## src/rtl/vram_port_arbiter.sv

```systemverilog
// vram_port_arbiter
//   Shares one SDRAM FIFO port (write/read load-request-buffer interface)
//   among NREQ VRAM clients. Grants round-robin, runs one transaction at a
//   time, sequences the FIFO strobes and returns read words to the owner.
//
// Ports
//   clk, reset            clock, asynchronous active-high reset
//   i_req_valid/write     per-requester request and direction (1 = write)
//   i_req_addr/wdata/len  per-requester descriptor (len 0 -> 1, clamp MAX_BURST)
//   o_req_ack             one-cycle pulse when a descriptor is latched
//   o_done / o_err        one-cycle completion / timeout-abort pulse
//   o_rd_valid, o_rd_data read word valid (owner bit) and shared read data
//   o_write_ld/_req, o_writeaddr/_data, i_wr_buffer   write FIFO side
//   o_read_ld/_req, o_readaddr, i_rd_buffer, i_readdata read FIFO side
module vram_port_arbiter #(
    parameter int NREQ      = 4,
    parameter int MAX_BURST = 16,
    parameter int TIMEOUT   = 4096
) (
    input  logic                  clk,
    input  logic                  reset,
    input  logic [NREQ-1:0]       i_req_valid,
    input  logic [NREQ-1:0]       i_req_write,
    input  logic [NREQ-1:0][24:0] i_req_addr,
    input  logic [NREQ-1:0][15:0] i_req_wdata,
    input  logic [NREQ-1:0][4:0]  i_req_len,
    output logic [NREQ-1:0]       o_req_ack,
    output logic [NREQ-1:0]       o_done,
    output logic [NREQ-1:0]       o_err,
    output logic [NREQ-1:0]       o_rd_valid,
    output logic [15:0]           o_rd_data,
    output logic                  o_write_ld,
    output logic                  o_write_req,
    output logic [24:0]           o_writeaddr,
    output logic [15:0]           o_writedata,
    input  logic [15:0]           i_wr_buffer,
    output logic                  o_read_ld,
    output logic                  o_read_req,
    output logic [24:0]           o_readaddr,
    input  logic [15:0]           i_rd_buffer,
    input  logic [15:0]           i_readdata
);

    typedef enum logic [3:0] {
        S_IDLE, S_W_LD, S_W_REQ, S_W_SET, S_W_DRN,
        S_R_GAP, S_R_LD, S_R_FILL, S_R_STR, S_R_TAIL, S_FIN
    } state_t;

    localparam int PW = (NREQ > 1) ? $clog2(NREQ) : 1;
    // One counter serves the settle/gap delays, the burst beat count and the
    // FIFO wait timeout, so size it for the largest of those.
    localparam int CW = $clog2(((TIMEOUT > 32) ? TIMEOUT : 32) + 1);
    localparam logic [CW-1:0] TO_LAST = CW'(TIMEOUT - 1);

    state_t          r_state;
    logic [PW-1:0]   r_ptr;
    logic [PW-1:0]   r_owner;
    logic [CW-1:0]   r_cnt;
    logic [4:0]      r_len_e;
    logic [24:0]     r_addr;
    logic [15:0]     r_wdata;
    logic [NREQ-1:0] r_req_ack, r_done, r_err, r_rd_valid;
    logic [15:0]     r_rd_data;
    logic            r_write_ld, r_write_req, r_read_ld, r_read_req;
    logic [24:0]     r_writeaddr, r_readaddr;
    logic [15:0]     r_writedata;

    logic            w_any;
    logic [PW-1:0]   w_pick;
    logic [NREQ-1:0] w_own_oh;
    logic [NREQ-1:0] w_pick_oh;

    function automatic logic [4:0] eff_len(input logic [4:0] len);
        if (len == 5'd0) return 5'd1;
        if (int'(len) > MAX_BURST) return 5'(MAX_BURST);
        return len;
    endfunction

    // Round-robin scan: walk from the far end back toward ptr so the
    // requester nearest to ptr is the last (winning) assignment.
    always_comb begin
        int idx;
        w_any  = 1'b0;
        w_pick = '0;
        idx    = 0;
        for (int k = NREQ - 1; k >= 0; k--) begin
            idx = (int'(r_ptr) + k) % NREQ;
            if (i_req_valid[PW'(idx)]) begin
                w_any  = 1'b1;
                w_pick = PW'(idx);
            end
        end
    end

    assign w_own_oh  = NREQ'(1) << r_owner;
    assign w_pick_oh = NREQ'(1) << w_pick;

    always_ff @(posedge clk or posedge reset) begin
        if (reset) begin
            r_state     <= S_IDLE;
            r_ptr       <= '0;
            r_owner     <= '0;
            r_cnt       <= '0;
            r_len_e     <= '0;
            r_addr      <= '0;
            r_wdata     <= '0;
            r_req_ack   <= '0;
            r_done      <= '0;
            r_err       <= '0;
            r_rd_valid  <= '0;
            r_rd_data   <= '0;
            r_write_ld  <= 1'b0;
            r_write_req <= 1'b0;
            r_read_ld   <= 1'b0;
            r_read_req  <= 1'b0;
            r_writeaddr <= '0;
            r_writedata <= '0;
            r_readaddr  <= '0;
        end else begin
            // Strobes and pulses default low; each state raises what it needs.
            r_req_ack   <= '0;
            r_done      <= '0;
            r_err       <= '0;
            r_write_ld  <= 1'b0;
            r_write_req <= 1'b0;
            r_read_ld   <= 1'b0;
            r_read_req  <= 1'b0;
            // FIFO data lags read_req by one cycle, so valid follows the strobe.
            r_rd_valid  <= r_read_req ? w_own_oh : '0;
            r_rd_data   <= i_readdata;

            case (r_state)
                S_IDLE: begin
                    if (w_any) begin
                        r_owner   <= w_pick;
                        r_addr    <= i_req_addr[w_pick];
                        r_wdata   <= i_req_wdata[w_pick];
                        r_len_e   <= eff_len(i_req_len[w_pick]);
                        r_req_ack <= w_pick_oh;
                        r_ptr     <= (w_pick == PW'(NREQ - 1)) ? '0 : w_pick + 1'b1;
                        r_cnt     <= '0;
                        if (i_req_write[w_pick]) begin
                            r_state     <= S_W_LD;
                            r_write_ld  <= 1'b1;
                            r_writeaddr <= i_req_addr[w_pick];
                        end else begin
                            r_state <= S_R_GAP;
                        end
                    end
                end
                S_W_LD: begin
                    r_state     <= S_W_REQ;
                    r_write_req <= 1'b1;
                    r_writedata <= r_wdata;
                end
                S_W_REQ: begin
                    r_state <= S_W_SET;
                    r_cnt   <= '0;
                end
                S_W_SET: begin
                    if (r_cnt == CW'(2)) begin
                        r_state <= S_W_DRN;
                        r_cnt   <= '0;
                    end else begin
                        r_cnt <= r_cnt + 1'b1;
                    end
                end
                S_W_DRN: begin
                    if (i_wr_buffer == 16'd0) begin
                        r_state <= S_FIN;
                        r_done  <= w_own_oh;
                    end else if (r_cnt == TO_LAST) begin
                        r_state <= S_IDLE;
                        r_err   <= w_own_oh;
                    end else begin
                        r_cnt <= r_cnt + 1'b1;
                    end
                end
                S_R_GAP: begin
                    if (r_cnt == CW'(4)) begin
                        r_state    <= S_R_LD;
                        r_read_ld  <= 1'b1;
                        r_readaddr <= r_addr;
                    end else begin
                        r_cnt <= r_cnt + 1'b1;
                    end
                end
                S_R_LD: begin
                    r_state <= S_R_FILL;
                    r_cnt   <= '0;
                end
                S_R_FILL: begin
                    if (i_rd_buffer >= 16'(r_len_e)) begin
                        r_state    <= S_R_STR;
                        r_read_req <= 1'b1;
                        r_cnt      <= '0;
                    end else if (r_cnt == TO_LAST) begin
                        r_state <= S_IDLE;
                        r_err   <= w_own_oh;
                    end else begin
                        r_cnt <= r_cnt + 1'b1;
                    end
                end
                S_R_STR: begin
                    // Counts read_req beats already issued; stop after len_e.
                    if (r_cnt == CW'(r_len_e - 5'd1)) begin
                        r_state <= S_R_TAIL;
                    end else begin
                        r_read_req <= 1'b1;
                        r_cnt      <= r_cnt + 1'b1;
                    end
                end
                S_R_TAIL: begin
                    r_state <= S_FIN;
                    r_done  <= w_own_oh;
                end
                S_FIN:   r_state <= S_IDLE;
                default: r_state <= S_IDLE;
            endcase
        end
    end

    assign o_req_ack   = r_req_ack;
    assign o_done      = r_done;
    assign o_err       = r_err;
    assign o_rd_valid  = r_rd_valid;
    assign o_rd_data   = r_rd_data;
    assign o_write_ld  = r_write_ld;
    assign o_write_req = r_write_req;
    assign o_writeaddr = r_writeaddr;
    assign o_writedata = r_writedata;
    assign o_read_ld   = r_read_ld;
    assign o_read_req  = r_read_req;
    assign o_readaddr  = r_readaddr;

endmodule

```

## config.mk

```make
export PLATFORM = sky130hd
export DESIGN_NAME = vram_port_arbiter
export DESIGN_NICKNAME = d
export VERILOG_FILES = /design/src/rtl/vram_port_arbiter.sv
export SDC_FILE = /design/constraint.sdc
export NUM_CORES = 1
export LEC_CHECK = 0
export CORE_MARGIN = 8
export CORE_UTILIZATION = 40
export DETAILED_ROUTE_END_ITERATION = 10
export PLACE_DENSITY = 0.89
export SKIP_LAST_GASP = 1
export SLEW_MARGIN = 20
export SYNTH_ARGS = -nofsm -noshare
export SYNTH_HDL_FRONTEND = slang
export SYNTH_SLANG_ARGS = --single-unit
```

## constraint.sdc

```tcl
create_clock -name clk -period 5.5 [get_ports clk]
set_input_delay 1.1 -clock clk [delete_from_list [all_inputs] [get_ports clk]]
set_output_delay 1.1 -clock clk [all_outputs]
set_load 0.03 [all_outputs]
```

== Yosys cells after proc, flatten, opt, wreduce, memory -nomap -nowiden ==
Index checks and enable logic that the tools add are counted.

* Reduce and logical (&&, ||, !) cells: 10
* Order comparisons: 7
* Equality and inequality tests: 21
* Shifts and indexed selects: 2
* Multiplexer cells: 75
* Add/subtract/negate cells: 6

{| class="wikitable"
|+ Operators by type and width
! operator !! count
|-
| 13-bit 2-to-1 mux || 7
|-
| 13-bit one-hot mux with 7 select lines || 1
|-
| 4-bit 2-to-1 mux || 14
|-
| 25-bit binary-select mux with 2-bit select || 1
|-
| 4-bit one-hot mux with 10 select lines || 1
|-
| 16-bit binary-select mux with 2-bit select || 1
|-
| 1-bit 2-to-1 mux || 28
|-
| 25-bit 2-to-1 mux || 1
|-
| 5-bit 2-to-1 mux || 5
|-
| 4-bit by 3-bit == test with 1-bit output (second input constant) || 4
|-
| 16-bit by 5-bit greater-or-equal comparator with 1-bit output || 1
|-
| 16-bit zero test || 1
|-
| 2-bit by 4-bit less-than comparator with 1-bit output (second input constant) || 4
|-
| 16-bit 2-to-1 mux || 1
|-
| 4-bit one-hot mux with 2 select lines || 2
|-
| 2-bit != test (second input constant) || 7
|-
| 13-bit by 1-bit adder with 13-bit output (second input constant) || 1
|-
| 13-bit by 12-bit == test with 1-bit output (second input constant) || 1
|-
| 13-bit == test || 1
|-
| 13-bit by 2-bit == test with 1-bit output (second input constant) || 1
|-
| 13-bit by 3-bit == test with 1-bit output (second input constant) || 1
|-
| 1-bit binary-select mux with 2-bit select || 5
|-
| 5-bit binary-select mux with 2-bit select || 1
|-
| 2-bit 2-to-1 mux || 5
|-
| other kinds (20) || 26
|}

* Logic and storage cells: 140
* Output and inout port bits: 102
* Input bits: 242
* Flip-flop bits (word level): 169

== Longest topological paths before layout ==
Gate-level depths: netlist of the first run.

* Depth in word-level cells: 19
* Gate-level depth with buffers: 11
* Mapped depth without buffers: 9

== Least setup slack after synthesis of the first run ==
OpenSTA, ideal clock, no wires.

* Kind: input port to flip-flop
* Start point: in i_rd_buffer[2]
* End point: reg r_cnt[5]
* Setup time: 110 ps
* Data required time: 5390 ps
* Path buffers: 0
* Data arrival time: 2825 ps
* Stages: 8
* Slack: 2564 ps
* Cell sequence: ha_1 a211oi_1 o21ai_0 a211oi_1 o21ai_0 nand2b_1 nand3_2 o41ai_1

* Longest elaborated chain between the ends: 3

{| class="wikitable"
|+ RTL lines
! element !! line !! RTL
|-
| from (decl) || 40 || <nowiki>input logic [15:0] i_rd_buffer,</nowiki>
|-
| 16-bit by 5-bit greater-or-equal comparator with 1-bit output || 193 || <nowiki>if (i_rd_buffer >= 16'(r_len_e)) begin</nowiki>
|-
| 13-bit 2-to-1 mux || 193 ||
|-
| 13-bit one-hot mux with 7 select lines || 132 || <nowiki>case (r_state)</nowiki>
|-
| to (signal assigned) || 185 || <nowiki>r_cnt <= r_cnt + 1'b1;</nowiki>
|-
| to (signal assigned) || 201 || <nowiki>r_cnt <= r_cnt + 1'b1;</nowiki>
|-
| to (signal assigned) || 210 || <nowiki>r_cnt <= r_cnt + 1'b1;</nowiki>
|-
| to (decl) || 58 || <nowiki>logic [CW-1:0] r_cnt;</nowiki>
|}

Every way passes these cells.
A chain may end at the register's enable or synchronous reset.

== Final worst setup path of the first run ==
* Start point: in i_req_valid[2]
* End point: reg r_writeaddr[11], in the netlist o_writeaddr[11]

* Longest elaborated chain between the ends: 10
* Elaborated cells on any way between the ends: 25
* Those cells by class: 24 x mux; 1 x reduce/logical

{| class="wikitable"
|+ RTL lines
! element !! line !! RTL
|-
| from (decl) || 22 || <nowiki>input logic [NREQ-1:0] i_req_valid,</nowiki>
|-
| 1-bit binary-select mux with 2-bit select || 88 || <nowiki>if (i_req_valid[PW'(idx)]) begin</nowiki>
|-
| 1-bit 2-to-1 mux (implied by the code) (2 in series) || 88 ||
|-
| 2-bit 2-to-1 mux (4 in series) || 88 ||
|-
| 1-bit binary-select mux with 2-bit select || 142 || <nowiki>if (i_req_write[w_pick]) begin</nowiki>
|-
| 1-bit 2-to-1 mux (implied by the code) || 142 ||
|-
| 3-bit AND reduction (no line) || -- ||
|-
| to (signal assigned) || 145 || <nowiki>r_writeaddr <= i_req_addr[w_pick];</nowiki>
|-
| to (decl) || 65 || <nowiki>logic [24:0] r_writeaddr, r_readaddr;</nowiki>
|}

Several ways; a longest one is shown, not always the timed one. The select of a mux whose other input is x is not followed.

==> results of run 1 <==
logic make-up after synthesis:
| group | Yosys count | synth area share (%) |
|---|---|---|
| buffers and inverters | 102 | 4.736 |
| flip-flops | 169 | 49.56 |
| XOR/XNOR | 6 | 0.6159 |
| multiplexers | 44 | 5.396 |
| AO/OA/AOI/OAI | 178 | 12.16 |
| adder cells (fa/ha/maj) | 13 | 1.906 |
| AND/OR/NAND/NOR | 511 | 25.63 |
state kept, by name (all words and copies together), names as in the netlist, 5 cells and up:
| signal | cells |
|---|---|
| o_readaddr | 25 |
| o_writeaddr | 25 |
| r_addr | 25 |
| o_rd_data | 16 |
| o_writedata | 16 |
| r_wdata | 16 |
| r_cnt | 13 |
| r_len_e | 5 |
power groups by stage:
stage / combinational (mW) / clock [mW] / sequential [mW]
2_1_floorplan: 1.43 / 0 / 2.23
3_3_place_gp: 2.74 / 0 / 1.91
3_5_place_dp: 2.81 / 0 / 1.93
4_1_cts: 2.82 / 1.24 / 1.91
5_1_grt: 3.08 / 1.30 / 1.97
6_report: 2.80 / 1.22 / 1.91
cell type report:
| type | count | share of cell area (%) |
|---|---|---|
| inverter | 43 | 1.293 |
| timing repair buffer | 349 | 27.42 |
| antenna | 1 | 0.01958 |
| multi-input combinational | 752 | 30.76 |
| clock inverter | 15 | 1.391 |
| clock buffer | 17 | 3.329 |
| sequential | 169 | 33.10 |
| tap | 275 | 2.693 |
layout by cell type, fill, tap and decap left out, types with 5 or more instances in the layout:
master	count
nand2_1	363
clkdlybuf4s50_1	343
dfrtp_1	169
o21ai_0	101
nand3_1	49
inv_1	40
nor2_1	30
mux2i_1	28
a21oi_1	20
clkbuf_16	17
mux2_2	16
ha_1	13
nor3_1	10
o31ai_1	10
and3_1	8
nor4_1	7
nand2b_1	7
and2_1	6
o21ai_1	6
a31oi_1	5
worst max-delay path, cell delays in order:
cell and delay [ns]:
clkdlybuf4s50_1 0.50, nor2b_1 0.19, o21bai_1 0.15, o22a_4 0.50, mux2i_1 0.25, mux2i_1 0.12, nand2_2 0.71, mux2i_1 0.29
layer usage:
| metal | wire (um) | global-route usage, % | share of wire (%) |
|---|---|---|---|
| met5 | 0 | 0 | 0 |
| met1 | 11830 | 25.54 | 40 |
| met2 | 14730 | 37.68 | 50 |
| met4 | 576 | 6.860 | 2.0 |
| met3 | 2110 | 6.479 | 7.2 |
path summary, 6_finish.rpt:
check                                             from                     endpoint  slack (ns)  cells after the start
worst max-delay path                    i_req_valid[2]  o_writeaddr[11]$_DFFE_PP0P_        1.99                      8
worst min-delay path            r_addr[14]$_DFFE_PP0P_   o_readaddr[14]$_DFFE_PP0P_        0.47                      2
worst max register to register    r_cnt[0]$_DFFE_PP0P_   o_readaddr[24]$_DFFE_PP0P_        2.68                      9
worst min register to register  r_addr[14]$_DFFE_PP0P_   o_readaddr[14]$_DFFE_PP0P_        0.47                      2
max in group asynchronous                        reset   o_writedata[1]$_DFFE_PP0P_        3.57                      3
min in group asynchronous                        reset       o_rd_data[3]$_DFF_PP0_        1.30                      3
==> Flow_metrics.wiki, run 1 <==
{| class="wikitable"
! Metric !! Value
|-
| Async set-or-reset flop fraction in the synthesized netlist || 100.0%
|-
| Final Max Slew Viols || 0
|-
| Startpoint-to-endpoint class of the critical path || input port to flop
|-
| Switching power || ~2.5 mW
|-
| Syn_nets || around 1300
|-
| Post-route clock period utilization || approximately 64%
|-
| Final Instance Count excl. Fillers || approximately 1600
|-
| Max Buffers Root-to-Sink || 2
|-
| Global route total overflow || 0
|-
| CTS root buffer || clkbuf_16
|-
| Sequential Area || 0.004229 mm2
|-
| Clock-pin slew on the worst setup and hold paths || 0.07 ns
|-
| Post-CTS Repair Setup Buffers || 0
|-
| Ys Warns || 0
|-
| Achievable clock frequency || 0.2847 GHz
|-
| Count of standard-cell rows || 53
|-
| Die area || 0.02626 mm2
|-
| Worst slew margin || roughly 34%
|-
| Switching part of the total power || between 40 and 50%
|-
| CTS tree || built
|-
| Drt first pass iters || 5
|-
| Drt total wl || roughly 30 mm
|-
| Fraction of layout instances using a drive strength above 1 || ~5.4%
|-
| Resize count post-CTS || 0
|-
| Detail-routed via count per cell || 5.122
|-
| Inst Count DP || between 1500 and 2000
|-
| Area growth from synthesis to final layout || 49.74%
|-
| Summed negative setup slack over all endpoints || 0 ns
|-
| Pin count of the biggest net entering global routing || between 150 and 200
|-
| Max cap viols || 0
|-
| Most instantiated cells after synthesis || 364 x nand2_1, 169 x dfrtp_1, 101 x o21ai_0
|-
| Max FO, Critical Path || 40
|-
| Final critical delay including setup and external delays || 3.512 ns
|-
| Count of unique library cells instantiated by Yosys || 62
|-
| Final Setup Violations || 0
|-
| Footprint of the multi-input gates || around 0.0039 mm2
|-
| Aggregate global-route resource usage || between 20% and 30%
|-
| Crit start category || input port
|-
| CTS Hold Bufs || 0
|-
| Hold Worst Slack || 0.4696 ns
|-
| Final #Nets || around 1600
|-
| Final routed wire length divided by cell count || between 15 and 20 um
|-
| Top-level port count || between 300 and 400
|-
| Top_reg_cell synth || dfrtp_1
|-
| Starting DRT DRC Count || ~600
|-
| Synthesized netlist cell count || ~1000
|-
| Critical path endpoint category || flop
|-
| Core region area || between 0.02 and 0.025 mm2
|-
| Final Hold Vio Count || 0
|-
| Fin worst setup slack || approximately 2.0 ns
|-
| Wire length of the first global-routing pass || approximately 46 mm
|-
| Setup slack after placement || roughly 1.5 ns
|-
| Number of filler cells placed in the layout || about 1900
|-
| Insertion delay of the later-clocked pin in the worst-skew pair || 0.42 ns
|-
| Die span in x || approximately 160 um
|-
| Required time of the critical path || about 5.8 ns
|-
| Total power density per cell area || ~460 mW/mm2
|-
| Max IR drop VDD || about 0.00025 V
|-
| Die outline height || roughly 160 um
|-
| Result of the run || finished clean
|-
| Synthesized cell area || about 0.0085 mm2
|-
| Flops & latches, synth || about 170
|-
| Leakage power total || a little under 6 nW
|-
| Worst min-delay path category || flop to flop
|-
| HPWL after DPL || between 20 and 25 mm
|-
| Cell accounting for the most synthesized area || dfrtp_1
|-
| Initial antenna violation count || 1
|-
| Unrepaired setup endpoints after global routing || no
|-
| Antenna violation net count after detailed routing || 0
|-
| Effective utilization at floorplan || between 40% and 50%
|-
| Logic pwr share || 47.2%
|-
| Top cells by area, synth || dfrtp_1 50%, nand2_1 16%, o21ai_0 5.9%
|-
| Clock share of power || 20.5%
|-
| Count of input and output buffers || ~340
|-
| Post-route cell area || approximately 0.013 mm2
|-
| Count of clock tree sinks || between 150 and 200
|-
| GP Congestion || about 0.9
|-
| Total placed instance area || 0.01217 mm2
|-
| Vias after detailed routing || 8303
|-
| Worst slew pin tran || 0.9895 ns
|-
| Internal power of the cells || 3.384 mW
|-
| Most used standard cell by instance count after synthesis || nand2_1
|-
| H-tree levels || 4
|-
| Register share of total power || between 30% and 40%
|-
| Seq/Total Area, Yosys || between 40% and 50%
|-
| Overall power || 5.928 mW
|-
| Data arrival time of the worst path || between 3 and 4 ns
|-
| EDFF count, synth || 0
|-
| Fraction of post-synthesis cell area in the top cell type by area || 49.56%
|-
| Number of global-route vias before repair || ~8500
|-
| Synthesized area per cell || ~8.3 um2
|-
| Worst Skew || between 0.01 and 0.015 ns
|-
| Total clock buffers created by CTS || 17
|-
| Share of the core filled with cells in the final layout || slightly above 60%
|-
| DRC viols || 0
|}
Power figures use the tool's default switching activity.
==> inputs of run 2 (changes only) <==
clock period = 3.1 ns   (was 5.5 ns; I/O delays follow)
==> run 2 against run 1 <==
Effect of this change: via count rose by 2.9%; clock skew fell by 0.0031 ns; sequential cell count did not move; die area did not move; register-to-register slack got worse by 2.4 ns; count of clock-buffer cells in the layout rose by 2; global-route usage rose by 0.49 points; combinational power rose by 89%; cell area rose by 1.9%; critical endpoint is now o_readaddr[24]$_DFFE_PP0P_.
==> Flow_metrics.wiki, run 2 (synthesized netlist as in run 1, its figures left out) <==
{| class="wikitable"
! Metric !! Value
|-
| Result of the run || finished clean
|-
| Drt total wl || 29.56 mm (+1.1%)
|-
| Pin count of the biggest net entering global routing || 59 (-65%)
|-
| Starting DRT DRC Count || 542 (-12%)
|-
| Max FO, Critical Path || 26 (-35%)
|-
| Required time of the critical path || 3.39 ns (-2.43 ns)
|-
| H-tree levels || 4 (unchanged)
|-
| Achievable clock frequency || ~0.35 GHz
|-
| Top-level port count || 344 (unchanged)
|-
| Startpoint of the lowest-slack hold path || r_addr[1]$_DFFE_PP0P_
|-
| Unrepaired setup endpoints after global routing || no
|-
| Count of input and output buffers || 343 (unchanged)
|-
| Wire length of the first global-routing pass || 47.00 mm (+3.2%)
|-
| Count of standard-cell rows || 53 (unchanged)
|-
| Final Setup Violations || 0 (unchanged)
|-
| Worst stage delay on the critical path || 0.77 ns (+0.06 ns)
|-
| Final Hold Vio Count || 0 (unchanged)
|-
| Critical-path top delay cell || clkinv_1
|-
| Reg2Reg Setup Slack || 0.26 ns (-2.42 ns)
|-
| Count of clock tree sinks || 169 (unchanged)
|-
| Number of cell instances on the worst register-to-register path || 9 (unchanged)
|-
| Total power density per cell area || 820.4 mW/mm2 (+77%)
|-
| Antenna cells || 0 (-1)
|-
| Worst slew margin || 41.01% (+7.3 points)
|-
| Clock-pin slew on the worst setup and hold paths || 0.07 ns (about the same)
|-
| Die span in x || 162.1 um (unchanged)
|-
| Total clock buffers created by CTS || 17 (unchanged)
|-
| Initial antenna violation count || 0 (-1)
|-
| Crit path launch || r_cnt[0]$_DFFE_PP0P_
|-
| List of cells traversed by the critical path || inv_1 > ha_1 > nand4bb_1 > nor3_1 > nand2_1 > buf_4 > clkinv_1 > nand2_1 > nand2_1
|-
| Final critical delay including setup and external delays || about 2.8 ns
|-
| CTS Hold Bufs || 0 (unchanged)
|-
| Fin worst setup slack || 0.2598 ns (-1.728 ns)
|-
| End of the worst register-to-register path || o_readaddr[24]$_DFFE_PP0P_
|-
| Startpoint of the worst-slack reg-to-reg timing path || r_cnt[0]$_DFFE_PP0P_
|-
| Max IR drop VDD || 0.0004160 V (+67%)
|-
| Max Buffers Root-to-Sink || 2 (unchanged)
|-
| Number of filler cells placed in the layout || 1759 (-5.6%)
|-
| DRC viols || 0 (unchanged)
|-
| Die area || 0.02626 mm2 (unchanged)
|-
| Antenna violation net count after detailed routing || 0 (unchanged)
|-
| Worst slew pin tran || 0.8795 ns (-0.1100 ns)
|-
| Setup slack after placement || 0.1334 ns (-1.384 ns)
|-
| GP Congestion || 0.8638 (-2.2%)
|-
| Data arrival time of the worst path || 3.13 ns (-0.71 ns)
|-
| Aggregate global-route resource usage || 22.29% (+0.49 points)
|-
| Insertion delay of the later-clocked pin in the worst-skew pair || 0.42 ns (about the same)
|-
| Vias after detailed routing || 8547 (+2.9%)
|-
| Crit start category || flop
|-
| CTS tree || built
|-
| Most common cell after layout, fill and taps aside || nand2_1
|-
| Summed negative setup slack over all endpoints || 0 ns (unchanged)
|-
| HPWL after DPL || 23.27 mm (+6.0%)
|-
| Fraction of layout instances using a drive strength above 1 || 7.002% (+1.6 points)
|-
| Final routed wire length divided by cell count || 17.96 um (-0.46%)
|-
| Startpoint-to-endpoint class of the critical path || flop to flop
|-
| Resize count post-CTS || 0 (unchanged)
|-
| Cell occurring most often along the worst timing path || nand2_1
|-
| Post-CTS Repair Setup Buffers || 0 (unchanged)
|-
| Leakage power total || 6.108 nW (+2.5%)
|-
| Max cap viols || 0 (unchanged)
|-
| Detail-routed via count per cell || 5.193 (+1.4%)
|-
| Final Max Slew Viols || 0 (unchanged)
|-
| Final #Nets || 1613 (+1.6%)
|-
| Core region area || 0.02096 mm2 (unchanged)
|-
| End point of the critical path || o_readaddr[24]$_DFFE_PP0P_
|-
| Worst min-delay path category || flop to flop
|-
| CTS root buffer || clkbuf_16
|-
| Effective utilization at floorplan || 40.72% (unchanged)
|-
| Die outline height || 162.1 um (unchanged)
|-
| Post-route clock period utilization || between 90% and 100%
|-
| Area growth from synthesis to final layout || 52.65%
|-
| Drt first pass iters || 5 (unchanged)
|-
| Global route total overflow || 0 (unchanged)
|-
| Worst Skew || 0.01080 ns (-0.003118 ns)
|-
| Number of global-route vias before repair || 9006 (+5.5%)
|-
| Critical path endpoint category || flop
|-
| Highest-count cells in the layout ignoring fill and taps || 363 x nand2_1, 343 x clkdlybuf4s50_1, 169 x dfrtp_1
|}
run 2: changes by cell type in the layout (fill, tap and decap cells not counted):
cell / delta
clkinv_4: +1
buf_12: +8
clkbuf_1: +2
bufinv_16: -1
inv_6: +2
clkinv_8: -2
clkinvlp_4: -2
buf_4: +18
diode_2: -1
run 2: metal layers:
metal | part of all wire, % | global-route usage (%) | vias to the layer above
li1 | - | - | 4096
met1 | 39 | 26.11 | 3986
met5 | 0 | 0 | -
met2 | 50 | 37.33 | 388
met3 | 7.9 | 6.226 | 77
met4 | 3.5 | 10.31 | 0
run 2: report_power, final:
group	internal [mW]	total (mW)	switching, mW
clock network	1.07	2.03	0.960
logic	2.16	5.28	3.12
registers	2.89	3.38	0.485
total	6.12	10.7	4.56
run 2: worst min path at each step:
| stage | to | slack, ns | cells past startpoint |
|---|---|---|---|
| floorplan | o_readaddr[0]$_DFFE_PP0P_ | 0.44 | 2 |
| global placement | o_readaddr[1]$_DFFE_PP0P_ | 0.45 | 2 |
| detailed placement | o_readaddr[13]$_DFFE_PP0P_ | 0.45 | 2 |
| CTS | o_readaddr[13]$_DFFE_PP0P_ | 0.47 | 2 |
| global route | o_readaddr[13]$_DFFE_PP0P_ | 0.48 | 2 |
| finish | o_readaddr[1]$_DFFE_PP0P_ | 0.47 | 2 |
run 2: final cells by class:
class	count	area, um2	share of cell area (%)
Clock inverter	13	126.4	0.9701
Tap cell	275	344.1	2.641
Clock buffer	19	432.9	3.323
Inverter	43	165.2	1.268
Multi-Input combinational cell	752	3930	30.17
Sequential cell	169	4229	32.47
Timing Repair Buffer	375	3799	29.16
run 2: worst max-delay path: cells and delay by family, from the launching register on:
family	cells	cell delay, ns
DFF	1	0.47
and+or+nand+nor	5	0.82
adders and majority gates	1	0.20
buffers and inverters	3	1.20
run 2: per-stage QoR:
| step | hold slack (ns) | total power [mW] | cells | cell area (um2) | util, % |
|---|---|---|---|---|---|
| floorplan | 0.4386 | 6.494 | 1023 | 8537 | - |
| global placement | 0.4456 | 8.521 | 1614 | 12470 | 59.49 |
| detailed placement | 0.4537 | 8.700 | 1614 | 12470 | 59.49 |
| CTS | 0.4707 | 10.76 | 1646 | 13030 | 62.16 |
| global route | 0.4843 | 11.42 | 1646 | 13030 | 62.16 |
| finish | 0.4705 | 10.69 | 1646 | 13030 | 62.16 |
==> inputs of run 3 (changes only) <==
==> constraint.sdc (replaced) <==
create_clock -name clk -period 3.1 [get_ports clk]
set_input_delay 0.62 -clock clk [delete_from_list [all_inputs] [get_ports clk]]
set_output_delay 0.62 -clock clk [all_outputs]
set_load 0.01 [all_outputs]
==> results of run 3 <==
The final DEF is identical to that of run 2. Status: finished clean.
Among the figures that moved: total power 10.69 mW -> 10.16 mW; worst IR drop on VDD 0.0004160 V -> 0.0004051 V
